--- src/rtl/io_ctrl_pkg.sv ---
// Shared types and constants for the switch-input controller.
// Latency: n/a (types and constants only).
// Backpressure: n/a.
//
// Contents:
//   deb_state_t    - debouncer state (IDLE / SETTLING)
//   SW_GROUP_W     - width of one slide-switch group
//   PORT_W_DEFAULT - default width of the CPU input ports
package io_ctrl_pkg;

  typedef enum logic {
    IDLE     = 1'b0,
    SETTLING = 1'b1
  } deb_state_t;

  localparam int SW_GROUP_W     = 5;
  localparam int PORT_W_DEFAULT = 32;

endpackage : io_ctrl_pkg

--- src/rtl/sw_debounce_group.sv ---
// Debounces one already-synchronised 5-bit switch group.
// Latency: a new value held at din is accepted into stable DEBOUNCE_CYCLES+1 edges after din first shows it.
// Backpressure: none; free-running, always accepts input.
//
// Ports:
//   clk, reset - clock and synchronous active-high reset
//   din        - synchronised switch group
//   stable     - last value that held for DEBOUNCE_CYCLES consecutive samples
// DEBOUNCE_CYCLES must be at least 2.
module sw_debounce_group
  import io_ctrl_pkg::*;
#(
  parameter int DEBOUNCE_CYCLES = 4
) (
  input  logic                  clk,
  input  logic                  reset,
  input  logic [SW_GROUP_W-1:0] din,
  output logic [SW_GROUP_W-1:0] stable
);

  localparam int               CNT_W    = (DEBOUNCE_CYCLES > 1) ? $clog2(DEBOUNCE_CYCLES) : 1;
  localparam logic [CNT_W-1:0] CNT_LAST = CNT_W'(DEBOUNCE_CYCLES - 1);

  deb_state_t            state_q,  state_d;
  logic [SW_GROUP_W-1:0] cand_q,   cand_d;
  logic [SW_GROUP_W-1:0] stable_q, stable_d;
  logic [CNT_W-1:0]      cnt_q,    cnt_d;

  always_comb begin
    state_d  = state_q;
    cand_d   = cand_q;
    stable_d = stable_q;
    cnt_d    = cnt_q;

    case (state_q)
      IDLE: begin
        if (din != stable_q) begin
          cand_d  = din;
          cnt_d   = '0;
          state_d = SETTLING;
        end
      end

      SETTLING: begin
        if (din == cand_q) begin
          // The load cycle is not counted; CNT_LAST is reached after
          // DEBOUNCE_CYCLES equal samples following the load.
          if (cnt_q == CNT_LAST) begin
            stable_d = cand_q;
            state_d  = IDLE;
          end else begin
            cnt_d = cnt_q + CNT_W'(1);
          end
        end else if (din == stable_q) begin
          // Input fell back to the accepted value: treat as a glitch.
          state_d = IDLE;
        end else begin
          // A different new value: restart the count on it.
          cand_d = din;
          cnt_d  = '0;
        end
      end

      default: state_d = IDLE;
    endcase
  end

  always_ff @(posedge clk) begin
    if (reset) begin
      state_q  <= IDLE;
      cand_q   <= '0;
      stable_q <= '0;
      cnt_q    <= '0;
    end else begin
      state_q  <= state_d;
      cand_q   <= cand_d;
      stable_q <= stable_d;
      cnt_q    <= cnt_d;
    end
  end

  assign stable = stable_q;

endmodule : sw_debounce_group

--- src/rtl/in_port_ctrl.sv ---
// Slide-switch front end for the CPU: synchronise, debounce per group, publish zero-extended operands.
// Latency: a held switch value sampled at edge k appears on in_port after edge k+DEBOUNCE_CYCLES+3.
// Backpressure: freeze=1 holds the published ports; updates are deferred, not queued.
//
// Ports:
//   clk, reset    - clock and synchronous active-high reset
//   sw[9:0]       - raw asynchronous switches; [9:5] high group, [4:0] low group
//   freeze        - hold published ports while high
//   in_port0      - zero-extended accepted sw[9:5]
//   in_port1      - zero-extended accepted sw[4:0]
//   changed       - one-cycle pulse in the cycle after a published port changes
//   changed_mask  - valid with changed: bit1 = in_port0 changed, bit0 = in_port1 changed
// PORT_W must be greater than SW_GROUP_W.
module in_port_ctrl
  import io_ctrl_pkg::*;
#(
  parameter int DEBOUNCE_CYCLES = 4,
  parameter int PORT_W          = PORT_W_DEFAULT
) (
  input  logic              clk,
  input  logic              reset,
  input  logic [9:0]        sw,
  input  logic              freeze,
  output logic [PORT_W-1:0] in_port0,
  output logic [PORT_W-1:0] in_port1,
  output logic              changed,
  output logic [1:0]        changed_mask
);

  localparam int PAD_W = PORT_W - SW_GROUP_W;

  // Two-flop synchroniser across all switch bits.
  logic [9:0] s1_q, s1_d;
  logic [9:0] s2_q, s2_d;

  // Debounced group values.
  logic [SW_GROUP_W-1:0] stable0;
  logic [SW_GROUP_W-1:0] stable1;

  // Published values and change flag.
  logic [SW_GROUP_W-1:0] pub0_q, pub0_d;
  logic [SW_GROUP_W-1:0] pub1_q, pub1_d;
  logic                  changed_q, changed_d;
  logic [1:0]            changed_mask_q, changed_mask_d;

  sw_debounce_group #(
    .DEBOUNCE_CYCLES(DEBOUNCE_CYCLES)
  ) u_deb_hi (
    .clk   (clk),
    .reset (reset),
    .din   (s2_q[9:5]),
    .stable(stable0)
  );

  sw_debounce_group #(
    .DEBOUNCE_CYCLES(DEBOUNCE_CYCLES)
  ) u_deb_lo (
    .clk   (clk),
    .reset (reset),
    .din   (s2_q[4:0]),
    .stable(stable1)
  );

  always_comb begin
    s1_d = sw;
    s2_d = s1_q;

    pub0_d = pub0_q;
    pub1_d = pub1_q;
    if (!freeze) begin
      pub0_d = stable0;
      pub1_d = stable1;
    end

    // Flag is registered alongside the publish registers, so the pulse
    // lines up with the first cycle the new value is visible.
    changed_mask_d = {pub0_d != pub0_q, pub1_d != pub1_q};
    changed_d      = |changed_mask_d;
  end

  always_ff @(posedge clk) begin
    if (reset) begin
      s1_q           <= '0;
      s2_q           <= '0;
      pub0_q         <= '0;
      pub1_q         <= '0;
      changed_q      <= 1'b0;
      changed_mask_q <= '0;
    end else begin
      s1_q           <= s1_d;
      s2_q           <= s2_d;
      pub0_q         <= pub0_d;
      pub1_q         <= pub1_d;
      changed_q      <= changed_d;
      changed_mask_q <= changed_mask_d;
    end
  end

  assign in_port0     = {{PAD_W{1'b0}}, pub0_q};
  assign in_port1     = {{PAD_W{1'b0}}, pub1_q};
  assign changed      = changed_q;
  assign changed_mask = changed_mask_q;

endmodule : in_port_ctrl

--- config.mk ---
export PLATFORM = sky130hd
export DESIGN_NAME = in_port_ctrl
export DESIGN_NICKNAME = d
export VERILOG_FILES = /design/src/rtl/io_ctrl_pkg.sv /design/src/rtl/sw_debounce_group.sv /design/src/rtl/in_port_ctrl.sv
export SDC_FILE = /design/constraint.sdc
export NUM_CORES = 1
export LEC_CHECK = 0
export BUFFER_PORTS_ARGS = -buffer_cell sky130_fd_sc_hd__buf_2
export CORE_UTILIZATION = 40
export CTS_CLUSTER_SIZE = 28
export DETAILED_ROUTE_END_ITERATION = 7
export PLACE_DENSITY = 0.74
export SLEW_MARGIN = 30
export SYNTH_ARGS = -nofsm -noshare
export SYNTH_HDL_FRONTEND = slang
export SYNTH_SLANG_ARGS = --single-unit
--- constraint.sdc ---
create_clock -name clk -period 2.1 [get_ports clk]
set_input_delay 0.105 -clock clk [delete_from_list [all_inputs] [get_ports clk]]
set_output_delay 0.105 -clock clk [all_outputs]
set_load 0.01 [all_outputs]
==> results.rst, run 1 <==
.. list-table::
   :header-rows: 1

   * - Metric
     - Value
   * - Num ports
     - 80
   * - Pin count of the biggest net entering global routing
     - 28
   * - Cell area after synthesis
     - around 2700 µm²
   * - Max-Cap Viols
     - 0
   * - Status
     - finished, violations left
   * - Number of antenna violations at the first check in global routing
     - 0
   * - Drt total wl
     - between 4000 and 5000 µm
   * - Via Count
     - 1720
   * - Period minus WS final
     - 1.822 ns
   * - Worst-case clock skew
     - roughly 0.008 ns
   * - Number of buffers inserted by post-CTS setup repair
     - 0
   * - Final cycle utilization of the critical path
     - 86.76%
   * - Highest achievable clock rate
     - 548.8 MHz
   * - Startpoint of the worst register-to-register path
     - u_deb_hi.cand_q[1]
   * - Number of standard-cell rows in the floorplan
     - 29
   * - Die outline area
     - approximately 7200 µm²
   * - Hold/Removal Path Class
     - in -> reg
   * - Clock buffer depth
     - 2
   * - Post-synthesis sequential area ratio
     - between 40% and 50%
   * - Sort of element at the end of the critical path
     - flop
   * - Mean number of vias per cell
     - 4.343
   * - Diodes inserted
     - 0
   * - Launch point of the worst hold path
     - reset
   * - Storage cell area
     - 1181 µm²
   * - Initial Utilization
     - 42.25%
   * - Leading cell types in the layout, fill and taps excluded
     - dfxtp_1, conb_1, mux2i_1
   * - Hold violation count in the final report
     - 0
   * - Biggest area consumer among synthesized cells
     - dfxtp_1
   * - Nets@finish
     - 329
   * - Compound-gate portion of the synthesized area
     - 3.301%
   * - Combinational family with the most area after synthesis
     - buffers and inverters
   * - Setup-violating endpoint count in the final report
     - 0
   * - Area overhead of the layout relative to synthesis
     - 10.96%
   * - Worst skew pair latency
     - around 0.34 ns
   * - Leakage
     - 1.546 nW
   * - Failing checks
     - design-rule violations
   * - Simple-gate share of the synthesized area
     - 15.36%
   * - Worst hold margin
     - 0.1493 ns
   * - Clk sinks
     - 59
   * - Final-layout fill cell count
     - 609
   * - Core footprint
     - 6459 µm²
   * - Yosys warning total
     - 0
   * - Buffer cell driving the clock tree root
     - clkbuf_8
   * - Number of hold buffers added after cts
     - 10
   * - Estimated wirelength of the detail-placed design
     - 2935 µm
   * - Leading cell type in the layout, fill and taps excluded
     - dfxtp_1
   * - Xor/xnor share of the synthesized area
     - 9.629%
   * - Initial drt markers
     - around 120
   * - Crit path launch
     - u_deb_hi.cand_q[1]
   * - Number of design rule violations left after detail routing
     - 4
   * - Area of the multi-input gates
     - 1300 µm²
   * - Critical Path Start Type
     - flop
   * - Quantity of gates resized following cts
     - 0
   * - Cell types with the largest area share after synthesis
     - dfxtp_1, buf_4, mux2i_1
   * - TritonCTS clock tree
     - yes
   * - Total CTS buffers
     - 9
   * - Final Max Tran Viols
     - 0
   * - Area share of the leading cell type in the synthesized netlist
     - 43.28%
   * - Share of post-route cells with drive strength above 1
     - 15.05%
   * - Maximum fanout encountered on the critical timing path
     - 8
   * - Weighted congestion reported at the end of routability-driven placement
     - approximately 0.8
   * - Global-route wire length before repair
     - approximately 6700 µm
   * - Clock H-tree levels
     - 3
   * - Power density cells
     - around 800 nW/µm²
   * - Total Neg Setup Slack
     - 0 ns
   * - Global routing usage summed across all routing layers
     - roughly an eighth
   * - Vias in the first global route
     - about 1.5k
   * - Required time worst endpoint
     - 2.31 ns
   * - Number of iterations in the first detailed-routing pass
     - 8
   * - Remaining antenna violation count
     - 0
   * - Worst EP arrival
     - between 2 and 2.5 ns
   * - Clock transition at the register clock pins on the worst setup and hold paths after CTS
     - 0.06 ns
   * - Avg Inst Size Synth
     - 9.887 µm²
   * - Die width
     - 84.60 µm
   * - Synthesized flop and latch total
     - 59
   * - Sum of overflow across all layers after global routing
     - 0
   * - Overall die height
     - 84.60 µm
   * - Type of the worst setup path
     - reg -> reg
   * - Post-Syn Instances
     - 276
   * - Multiplexer share of the synthesized area
     - 11.00%
   * - Pwr Total
     - 0.002437 W
   * - Number of unique standard cell types used by synthesis
     - 32
   * - # port buffers
     - 25
   * - VDD IR-drop max
     - 0.3367 mV
   * - Adder and majority cell fraction of the synthesized area
     - less than 1%
   * - WL/cell
     - 10.36 µm
   * - RSZ-0062 raised after global routing
     - false
[power breakdown]
group          total, W  internal [W]  leakage [nW]  switching, W
combinational  0.000212     0.0000850         0.961      0.000127
sequential      0.00118       0.00115         0.481     0.0000245
clock           0.00105      0.000647         0.104      0.000401
[worst max-delay path, stage by stage (launching register included)]
cell	delay, ns
dfxtp_1	0.33
xor2_1	0.18
nor4_2	0.36
a32o_1	0.49
mux2i_1	0.27
nor2_1	0.07
[kinds of logic (layout without fill, tap and decap cells)]
family / count (synthesis) / after routing
other: 1 / 54
AND/OR/NAND/NOR: 79 / 79
buffers and inverters: 64 / 54
adder cells (fa/ha/maj): 2 / 2
flip-flops: 59 / 59
XOR/XNOR: 30 / 30
multiplexers: 30 / 30
AO/OA/AOI/OAI: 11 / 11
[cell usage after synthesis]
library cell  instances
nand3_2               1
nor4_4                1
xnor2_1               6
nand4b_1              1
nor3b_1               2
mux2i_1              30
dfxtp_1              59
nand2_1              12
a31o_2                3
a41o_1                1
nand4_1               2
nor4_2                1
a311o_1               1
buf_4                55
ha_1                  2
nor4_1                1
and3_4                1
clkbuf_1              4
nor2b_1              20
buf_1                 4
inv_1                 1
nand3_1               1
a32o_1                1
conb_1                1
nor3_1                5
a21oi_1               3
a211oi_1              1
or2_0                 1
a21boi_2              1
xor2_1               24
nor2_1               29
nand2b_1              1
[flip-flops by register name (all words and copies together), names as in the netlist]
signal            cells
changed_mask          2
u_deb_lo.stable       5
u_deb_lo.cand_q       5
u_deb_lo.state_q      1
u_deb_hi.cand_q       5
u_deb_lo.cnt_q        2
pub1_q                5
s2_q                 10
s1_q                 10
u_deb_hi.state_q      1
u_deb_hi.stable       5
pub0_q                5
changed               1
u_deb_hi.cnt_q        2
[metal layers]
metal	track usage, %	up-vias	wire length, µm
met5	0	-	0
met4	7.088	0	48
met3	5.703	7	305
met2	19.07	83	1814
met1	13.97	760	1933
li1	-	870	-
[area by class of cell]
| cell class | count | share of cell area [%] |
|---|---|---|
| multi-input cells | 206 | 42.93 |
| flip-flops and latches | 59 | 39.01 |
| repair buffers | 37 | 7.934 |
| clock buffers | 15 | 5.826 |
| well taps | 77 | 3.182 |
| clock inverters | 1 | 0.9917 |
| inverters | 1 | 0.1240 |
[worst paths after layout]
path                            cells after the start                  to  slack (ns)
worst max-delay path                                5  u_deb_hi.cand_q[0]        0.28
worst min-delay path                                2     changed_mask[0]        0.15
worst max register to register                      5  u_deb_hi.cand_q[0]        0.28
worst min register to register                      1             s2_q[1]        0.44
[per-stage QoR]
step	cells	instance area, µm²	util, %	setup slack (ns)
2_1_floorplan	329	2928	-	0.5334
4_1_cts	396	3028	46.88	0.2626
3_3_place_gp	370	2721	42.13	0.4072
3_5_place_dp	370	2721	42.13	0.3231
5_1_grt	396	3028	46.88	0.2046
6_report	396	3028	46.88	0.2780
No activity file was read; power rests on OpenSTA's default activity.
==> inputs of run 2 (changes only) <==
clock period = 1.74 ns   (was 2.1 ns; I/O delays follow)
==> run 2 against run 1 <==
Effect of this change:
- the flow still finishes with violations (design-rule violations)
- first-iteration DRC count fell by 25%
- design area rose by 1.8%
- clock skew fell by 0.0018 ns
- flip-flop and latch count did not move
- core utilization rose by 0.85 points
==> results.rst, run 2 (synthesis results as in run 1) <==
.. list-table::
   :header-rows: 1

   * - Metric
     - Value
   * - Sort of element at the end of the critical path
     - flop
   * - Area of the multi-input gates
     - 1301 µm² (about the same)
   * - Pwr Total
     - 0.002997 W (+23%)
   * - Sum of overflow across all layers after global routing
     - 0 (unchanged)
   * - Number of antenna violations at the first check in global routing
     - 0 (unchanged)
   * - Hold violation count in the final report
     - 0 (unchanged)
   * - Final core utilization
     - 47.73% (+0.85 points)
   * - Failing checks
     - design-rule violations
   * - Worst-case clock skew
     - 0.006280 ns (-0.001758 ns)
   * - Die outline area
     - 7156 µm² (unchanged)
   * - Nets@finish
     - 335 (+1.8%)
   * - Setup-violating endpoint count in the final report
     - 0 (unchanged)
   * - Global routing usage on met3
     - 6.588% (+0.88 points)
   * - Registers with the highest flip-flop counts
     - s1_q (10), s2_q (10)
   * - Status
     - finished, violations left
   * - Area overhead of the layout relative to synthesis
     - 12.98%
   * - Startpoint of the worst register-to-register path
     - u_deb_lo.cand_q[0]
   * - CP max stage delay
     - 0.34 ns (-0.15 ns)
   * - Placement Setup Slack
     - 0.1104 ns (-0.2127 ns)
   * - Worst skew pair latency
     - 0.33 ns (about the same)
   * - Met2 global-route usage
     - 16.70% (-2.4 points)
   * - Global routing usage summed across all routing layers
     - 12.33% (+0.021 points)
   * - Core footprint
     - 6459 µm² (unchanged)
   * - Worst Slack Setup Final
     - 0.09248 ns (-0.1855 ns)
   * - Storage cell area
     - 1185 µm² (+0.32%)
   * - Final cycle utilization of the critical path
     - 94.69% (+7.9 points)
   * - Hold/Removal Path Class
     - in -> reg
   * - # port buffers
     - 25 (unchanged)
   * - Total Neg Setup Slack
     - 0 ns (unchanged)
   * - Weighted congestion reported at the end of routability-driven placement
     - 0.8253 (+2.3%)
   * - Drt total wl
     - 4052 µm (-1.2%)
   * - Clock transition at the register clock pins on the worst setup and hold paths after CTS
     - 0.06 ns (about the same)
   * - Die width
     - 84.60 µm (unchanged)
   * - Type of the worst setup path
     - reg -> reg
   * - Power density cells
     - 972.0 nW/µm² (+21%)
   * - Worst Path Buf+Inv
     - 0 (unchanged)
   * - Buffer cell driving the clock tree root
     - clkbuf_8
   * - Global-route wire length before repair
     - 6720 µm (+0.83%)
   * - Number of design rule violations left after detail routing
     - 4 (unchanged)
   * - Sequence of cells on the critical path
     - xor2_1, nor4_4, nand3_2, and3_4, a311o_1
   * - Share of post-route cells with drive strength above 1
     - 18.46% (+3.4 points)
   * - Required time worst endpoint
     - 1.96 ns (-0.35 ns)
   * - Final-layout fill cell count
     - 593 (-2.6%)
   * - Final Max Tran Viols
     - 0 (unchanged)
   * - Number of iterations in the first detailed-routing pass
     - 8 (unchanged)
   * - VDD IR-drop max
     - 0.5180 mV (+54%)
   * - Via Count
     - 1710 (-0.58%)
   * - Diodes inserted
     - 0 (unchanged)
   * - Vias in the first global route
     - 1463 (-4.6%)
   * - Initial drt markers
     - 89 (-25%)
   * - Critical Path Start Type
     - flop
   * - Reg-to-reg endpoint
     - u_deb_lo.cnt_q[0]
   * - Clock H-tree levels
     - 3 (unchanged)
   * - Highest achievable clock rate
     - 607.0 MHz (+11%)
   * - Critical Path Stages
     - 5 (unchanged)
   * - Worst hold margin
     - 0.09564 ns (-0.05370 ns)
   * - RSZ-0062 raised after global routing
     - true
   * - Top delay family on crit path
     - simple AND/OR/NAND/NOR gates
   * - Leakage
     - 1.585 nW (+2.5%)
   * - TritonCTS clock tree
     - yes
   * - Overall die height
     - 84.60 µm (unchanged)
   * - Initial Utilization
     - 42.25% (unchanged)
   * - Worst EP arrival
     - 1.87 ns (-0.16 ns)
   * - Num ports
     - 80 (unchanged)
   * - Period minus WS final
     - 1.648 ns (-0.1745 ns)
   * - Minimum setup slack among reg-to-reg paths
     - 0.09 ns (-0.19 ns)
   * - Crit path launch
     - u_deb_lo.cand_q[0]
   * - Capture point of the worst path
     - u_deb_lo.cnt_q[0]
   * - Clock buffer depth
     - 2 (unchanged)
   * - Max-Cap Viols
     - 0 (unchanged)
   * - Number of standard-cell rows in the floorplan
     - 29 (unchanged)
   * - Global routing met1 resource utilization
     - 16.05% (+2.1 points)
   * - Leading cell type in the layout, fill and taps excluded
     - dfxtp_1
   * - Remaining antenna violation count
     - 0 (unchanged)
   * - R2r worst-path depth
     - 5 (unchanged)
   * - Total CTS buffers
     - 9 (unchanged)
   * - Pin count of the biggest net entering global routing
     - 20 (-29%)
   * - Clk sinks
     - 59 (unchanged)
   * - Leading cell types in the layout, fill and taps excluded
     - dfxtp_1, conb_1, mux2i_1
   * - GR peak layer
     - met2
   * - Maximum fanout encountered on the critical timing path
     - 5 (-3)
   * - Cell at the slowest stage of the critical path
     - dfxtp_1
   * - Mean number of vias per cell
     - 4.254 (-2.1%)
   * - WL/cell
     - 10.08 µm (-2.7%)
   * - Estimated wirelength of the detail-placed design
     - 2858 µm (-2.6%)
==> run 2: changes by cell type in the layout (fill, tap and decap cells not counted), sizes merged <==
| cell | before | now |
|---|---|---|
| buf | 27 | 33 |
| clkbuf | 15 | 10 |
| bufinv | 1 | 2 |
| clkinv | 0 | 4 |
==> run 2: power breakdown <==
group          internal, W  total (W)  switching [W]  leakage, nW
Combinational     0.000118   0.000275       0.000157        0.993
Clock             0.000796    0.00130       0.000506        0.110
Sequential         0.00139    0.00142      0.0000282        0.482
Total              0.00230    0.00300       0.000692         1.58
==> run 2: worst min-delay path by stage <==
stage,startpoint,to,slack (ns),cells after the start
floorplan,sw[0],s1_q[0],0.22,1
global placement,sw[1],s1_q[1],0.31,2
detailed placement,sw[1],s1_q[1],0.30,2
CTS,reset,s2_q[1],0.08,2
global route,reset,s2_q[2],0.09,2
finish,reset,s1_q[0],0.1,2
==> run 2: metrics by stage <==
step,std cells,area (µm²)
finish,402,3083
global route,402,3083
CTS,401,3067
detailed placement,375,2759
global placement,375,2759
floorplan,329,2928
==> run 2: routing by layer <==
layer	vias to the layer above	share of wire, %
met5	-	0
met4	0	1.9
met3	6	8.1
met2	72	40
met1	750	50
li1	882	-
==> run 2: repair_timing <==
item	CTS	global route
buffers inserted	0	1
hold buffers	10	0
resized for setup	0	5
endpoints found under the hold margin	10	0
setup endpoints to repair	0	7
==> run 2: layout make-up <==
class                      instances  area share, %
clock buffer                      10          4.140
clock inverter                     6          2.597
inverter                           1         0.1218
multi-input combinational        206          42.21
sequential                        59          38.43
tap                               77          3.125
timing repair buffer              43          9.375
